$ cat config.mk
export PLATFORM = sky130hd
export DESIGN_NAME = pll_lock_supervisor
export DESIGN_NICKNAME = d
export VERILOG_FILES = /design/src/rtl/pll_lock_supervisor.sv
export SDC_FILE = /design/constraint.sdc
export NUM_CORES = 1
export LEC_CHECK = 0
export ABC_AREA = 1
export CORE_ASPECT_RATIO = 0.8
export CORE_MARGIN = 2
export CORE_UTILIZATION = 53
export CTS_BUF_LIST = sky130_fd_sc_hd__clkbuf_16
export DETAILED_ROUTE_END_ITERATION = 8
export GPL_TIMING_DRIVEN = 0
export PLACE_DENSITY = 0.8
export REMOVE_ABC_BUFFERS = 1
export SLEW_MARGIN = 25
export SYNTH_ARGS = -nofsm -noshare
export SYNTH_HDL_FRONTEND = slang
export SYNTH_SLANG_ARGS = --single-unit
$ cat constraint.sdc
create_clock -name clk -period 1.6 [get_ports clk]
set_clock_uncertainty 0.1 [all_clocks]
set_input_delay 0.32 -clock clk [delete_from_list [all_inputs] [get_ports clk]]
set_output_delay 0.32 -clock clk [all_outputs]
set_load 0.005 [all_outputs]
$ cat src/rtl/pll_lock_supervisor.sv
// PLL lock supervisor: sequences PLL reset, lock qualification and core reset release.
// Optional retry limit enabled with `define PLL_RETRY_LIMIT_EN (otherwise timeouts retry forever).
module pll_lock_supervisor #(
  parameter int RST_CYCLES   = 16,
  parameter int LOCK_TIMEOUT = 27000,
  parameter int LOCK_STABLE  = 1024,
  parameter int CNT_W        = 20
) (
  input  logic       clk,
  input  logic       reset,
  input  logic       pll_lock,
  input  logic       restart_req,
  output logic       pll_reset,
  output logic       core_reset,
  output logic       ready,
  output logic       restart_ack,
  output logic       fault,
  output logic [2:0] retry_cnt
);

  localparam int SYNC_STAGES = 2;

  localparam logic [CNT_W-1:0] RST_LAST    = CNT_W'(RST_CYCLES - 1);
  localparam logic [CNT_W-1:0] TIMEOUT_LAST = CNT_W'(LOCK_TIMEOUT - 1);
  localparam logic [CNT_W-1:0] STABLE_LAST = CNT_W'(LOCK_STABLE - 1);
  localparam logic [CNT_W-1:0] CNT_ONE     = CNT_W'(1);

  typedef enum logic [2:0] {
    PLL_RST   = 3'd0,
    WAIT_LOCK = 3'd1,
    STABLE    = 3'd2,
    RUN       = 3'd3,
    FAULT     = 3'd4
  } state_t;

  state_t           state_reg, state_next;
  logic [CNT_W-1:0] cnt_reg, cnt_next;
  logic [2:0]       retry_reg, retry_next;
  logic [2:0]       retry_inc;
  logic             ack_next;

  logic             pll_reset_reg, core_reset_reg, ready_reg, ack_reg, fault_reg;
  logic             pll_reset_next, core_reset_next, ready_next, fault_next;

  logic [SYNC_STAGES-1:0] sync_reg;
  logic                   lock_s;

  // Raw LOCK is asynchronous to clk; only the last stage feeds the FSM.
  genvar gi;
  generate
    for (gi = 0; gi < SYNC_STAGES; gi++) begin : g_sync
      if (gi == 0) begin : g_first
        always_ff @(posedge clk) begin
          if (reset) sync_reg[gi] <= 1'b0;
          else       sync_reg[gi] <= pll_lock;
        end
      end else begin : g_rest
        always_ff @(posedge clk) begin
          if (reset) sync_reg[gi] <= 1'b0;
          else       sync_reg[gi] <= sync_reg[gi-1];
        end
      end
    end
  endgenerate

  assign lock_s    = sync_reg[SYNC_STAGES-1];
  assign retry_inc = (retry_reg == 3'd7) ? 3'd7 : retry_reg + 3'd1;

  always_comb begin
    state_next = state_reg;
    cnt_next   = cnt_reg;
    retry_next = retry_reg;
    ack_next   = 1'b0;

    if (restart_req && (state_reg != FAULT)) begin
      state_next = PLL_RST;
      cnt_next   = '0;
      ack_next   = 1'b1;
    end else begin
      unique case (state_reg)
        PLL_RST: begin
          if (cnt_reg == RST_LAST) begin
            state_next = WAIT_LOCK;
            cnt_next   = '0;
          end else begin
            cnt_next = cnt_reg + CNT_ONE;
          end
        end
        WAIT_LOCK: begin
          if (lock_s) begin
            state_next = STABLE;
            cnt_next   = '0;
          end else if (cnt_reg == TIMEOUT_LAST) begin
            retry_next = retry_inc;
            cnt_next   = '0;
`ifdef PLL_RETRY_LIMIT_EN
            state_next = (retry_inc == 3'd4) ? FAULT : PLL_RST;
`else
            state_next = PLL_RST;
`endif
          end else begin
            cnt_next = cnt_reg + CNT_ONE;
          end
        end
        STABLE: begin
          if (!lock_s) begin
            state_next = WAIT_LOCK;
            cnt_next   = '0;
          end else if (cnt_reg == STABLE_LAST) begin
            state_next = RUN;
            cnt_next   = '0;
            retry_next = 3'd0;
          end else begin
            cnt_next = cnt_reg + CNT_ONE;
          end
        end
        RUN: begin
          cnt_next = '0;
          if (!lock_s) begin
            state_next = PLL_RST;
          end
        end
        FAULT: begin
          cnt_next = '0;
`ifdef PLL_RETRY_LIMIT_EN
          if (restart_req) begin
            state_next = PLL_RST;
            retry_next = 3'd0;
            ack_next   = 1'b1;
          end
`else
          // Unreachable without the retry limit; recover rather than lock up.
          state_next = PLL_RST;
`endif
        end
        default: begin
          state_next = PLL_RST;
          cnt_next   = '0;
        end
      endcase
    end
  end

  // Outputs decode the next state so each register reflects the current state.
  always_comb begin
    pll_reset_next  = (state_next == PLL_RST) || (state_next == FAULT);
    core_reset_next = (state_next != RUN);
    ready_next      = (state_next == RUN);
`ifdef PLL_RETRY_LIMIT_EN
    fault_next      = (state_next == FAULT);
`else
    fault_next      = 1'b0;
`endif
  end

  always_ff @(posedge clk) begin
    if (reset) begin
      state_reg      <= PLL_RST;
      cnt_reg        <= '0;
      retry_reg      <= 3'd0;
      pll_reset_reg  <= 1'b1;
      core_reset_reg <= 1'b1;
      ready_reg      <= 1'b0;
      ack_reg        <= 1'b0;
      fault_reg      <= 1'b0;
    end else begin
      state_reg      <= state_next;
      cnt_reg        <= cnt_next;
      retry_reg      <= retry_next;
      pll_reset_reg  <= pll_reset_next;
      core_reset_reg <= core_reset_next;
      ready_reg      <= ready_next;
      ack_reg        <= ack_next;
      fault_reg      <= fault_next;
    end
  end

  assign pll_reset   = pll_reset_reg;
  assign core_reset  = core_reset_reg;
  assign ready       = ready_reg;
  assign restart_ack = ack_reg;
  assign fault       = fault_reg;
  assign retry_cnt   = retry_reg;

endmodule

==> flow_metrics.py <==
metrics = {
    "detailed_routing": {
        "routedWlPerCell_um": 13.2,
        "drt-pass1-iter-count": 4,
        "wirelength_mm": 4.39,
        "vias_per_cell": 5.21,
        "wl_met3_um": 193,
        "wl_met2_mm": 2.15,
        "drc": 0,
        "vias": 1739,
        "ant_nets": 0,
        "wl_met1_mm": 1.97,
        "top_layer": "met4",
        "drtIter0Drc": 101,
    },
    "power": {
        "power_density_nw_per_um2": 713,
        "p_leak_nw": 1.09,
        "vdd_drop_max_uv": 687,
        "power_mw": 1.75,
    },
    "timing": {
        "holdWs_ns": 0.304,
        "fmax_mhz": 598,
        "hold_viol": 0,
        "drv_slew": 0,
        "rsz0062_at_grt": "yes",
        "setup_viol_count_final": 18,
        "fin_crit_sh_pct": 105,
        "fin_ws_ns": -0.0736,
        "period_minus_slack_ns": 1.67,
    },
    "critical_path": {
        "crit_path_start": "cnt_reg[1]",
        "arrival_ns": 1.74,
        "crit_path_end": "cnt_reg[11]",
        "cp_max_fo": 6,
        "cp-start-kind": "register",
        "setup.worst_path.end_class": "register",
        "r2r_start": "cnt_reg[1]",
        "reg2reg_depth": 8,
        "path_class": "reg -> reg",
        "r2r_end": "cnt_reg[11]",
        "rrSetupSlack_ns": -0.07,
        "cp_data_required_time_ns": 1.67,
    },
    "logic_synthesis": {
        "synth-seq-cells": 32,
        "ys_seq_area_share_pct": 34.7,
        "netlist_top_cells_area": "dfxtp_1 (35%), inv_1 (9.3%), nand2_1 (9.1%)",
        "synth_top_area_share_pct": 34.7,
        "syn_inst": 262,
        "yosys_warnings": 0,
        "syn_area_um2": 1850,
        "synth_cell_types": 33,
        "avgSynthCellArea_um2": 7.05,
        "yosysTopAreaCell": "dfxtp_1",
    },
    "die": {
        "io_pins": 12,
        "core-area_um2": 3380,
        "num_rows": 19,
        "die_y_um": 56.8,
        "die_w_um": 70.0,
        "start_util_pct": 54.7,
        "die_area_um2": 3980,
    },
    "cts": {
        "clkSinkCount": 32,
        "cts_hold_buf": 0,
        "clock_latency_ns": 0.28,
        "clkTransAtPathRegs_ns": 0.05,
        "clockBufferDepth": 2,
        "numCtsBuffers": 5,
        "tritoncts": "yes",
        "htreeDepth": 2,
        "cts_root_buf": "clkbuf_16",
    },
    "grt": {
        "overflow": 0,
        "grt_start_max_net_pins": 10,
        "track_usage_pct": 22.5,
        "grt_pass1_wl_mm": 6.97,
        "grt_antenna_before_repair": 0,
        "grt_pass1_vias": 1588,
    },
    "worst_hold_path": {
        "min_from": "sync_reg[0]",
        "hp-class": "reg -> reg",
        "hold_depth": 2,
    },
    "final_layout": {
        "drive_above_1_share_pct": 31.8,
        "layout.nets": 297,
        "multi_input_area_um2": 1220,
        "largest_reg_flops": 20,
        "num_antenna_cells": 0,
        "regArea_um2": 667,
        "nFillCells": 257,
        "syn_to_final_growth_pct": 33.1,
    },
    "run": {
        "cap_violations": 0,
    },
    "run_status": {
        "outcome": "finished, violations left",
        "violations": "setup timing",
    },
    "place": {
        "portBuffers": 10,
        "gp_congestion": 0.889,
        "dpl.hpwl_mm": 2.71,
    },
}
[synthesized netlist by cell type, drive strengths merged]
cell type	count
a21oi	4
a31oi	1
and2	1
buf	3
conb	1
dfxtp	32
ha	2
inv	48
nand2	51
nand3	22
nand3b	6
nand4	8
nor2	49
nor3	10
nor4	1
o211ai	1
o21ai	5
o21bai	2
or2	1
xnor2	1
xor2	13
[power by group]
part | leakage [nW] | switching (mW) | internal, mW
Sequential | 0.267 | 0.00586 | 0.799
Combinational | 0.746 | 0.0363 | 0.0276
Clock | 0.0738 | 0.325 | 0.558
Total | 1.09 | 0.367 | 1.38
[repair_timing]
action | in CTS | in global routing
endpoints found under the hold margin | 0 | 0
endpoints found under the setup margin | 27 | 28
pin swaps | 9 | 9
buffers inserted | 6 | 6
resized for setup | 25 | 38
cloned | 2 | 0
[stage by stage]
| stage | setup TNS [ns] | setup WS (ns) | std cells | utilization (%) | cell area [um^2] |
|---|---|---|---|---|---|
| floorplan | -0.341 | -0.0498 | 260 | - | 1820 |
| finish | -0.893 | -0.0736 | 334 | 72.8 | 2460 |
| CTS | -0.0895 | -0.0160 | 328 | 67.4 | 2270 |
| global placement | -6.02 | -0.364 | 312 | 58.4 | 1970 |
| global route | -2.54 | -0.139 | 334 | 72.8 | 2460 |
| detailed placement | -6.98 | -0.387 | 312 | 58.4 | 1970 |
[worst min-delay path by stage]
stage              to  slack [ns]
3_5_place_dp   lock_s        0.30
2_1_floorplan  lock_s        0.29
3_3_place_gp   lock_s        0.29
4_1_cts        lock_s        0.30
5_1_grt        lock_s        0.35
6_report       lock_s        0.30
[logic make-up (layout without fill, tap and decap cells)]
| family | Yosys count | after routing | synth area share, % |
|---|---|---|---|
| AO/OA/AOI/OAI | 13 | 13 | 4.00 |
| XOR/XNOR | 14 | 14 | 6.64 |
| adder cells (fa/ha/maj) | 2 | 2 | 1.35 |
| flip-flops | 32 | 32 | 34.7 |
| AND/OR/NAND/NOR | 149 | 151 | 41.6 |
| buffers and inverters | 51 | 78 | 11.5 |
| other | 1 | 2 | 0.203 |
[layer usage]
metal / vias to the layer above / GRT usage, %
met4: 0 / 9.89
met1: 804 / 29.0
met5: - / 0
li1: 877 / -
met3: 11 / 5.75
met2: 47 / 35.8
[layout make-up]
class | instances | share of cell area, %
clock buffer | 5 | 5.09
inverter | 48 | 7.33
tap | 42 | 2.14
sequential | 32 | 27.1
multi-input combinational | 182 | 49.6
timing repair buffer | 22 | 8.25
clock inverter | 3 | 0.458
[cells in the final DEF (no fill, tap or decap), types with 2 or more instances in the layout]
cell and instances:
nor2_2 15, nand3_4 7, buf_4 11, inv_2 3
clkdlybuf4s50_1 10, nor3_4 2, dfxtp_2 12, nand2_1 39
xor2_1 12, a21oi_1 3, nand3b_1 6, o21ai_0 4
nand3_2 4, conb_1 2, dfxtp_1 17, inv_1 47
nor2_1 27, clkbuf_16 5, o21bai_1 2, nand4_1 8
nor3_1 4, nand3_1 12, dfxtp_4 3, nand2_4 3
nor3_2 4, nand2_2 9, nor2_4 7
[critical path: stages, from the launching register on]
cell,delay (ns)
dfxtp_4,0.36
ha_4,0.17
nand3_4,0.14
nor2_4,0.19
nand3_4,0.12
nand3_4,0.11
nand3_4,0.17
nand2_4,0.16
nor2_2,0.04
(Power assumes the default switching activity.)
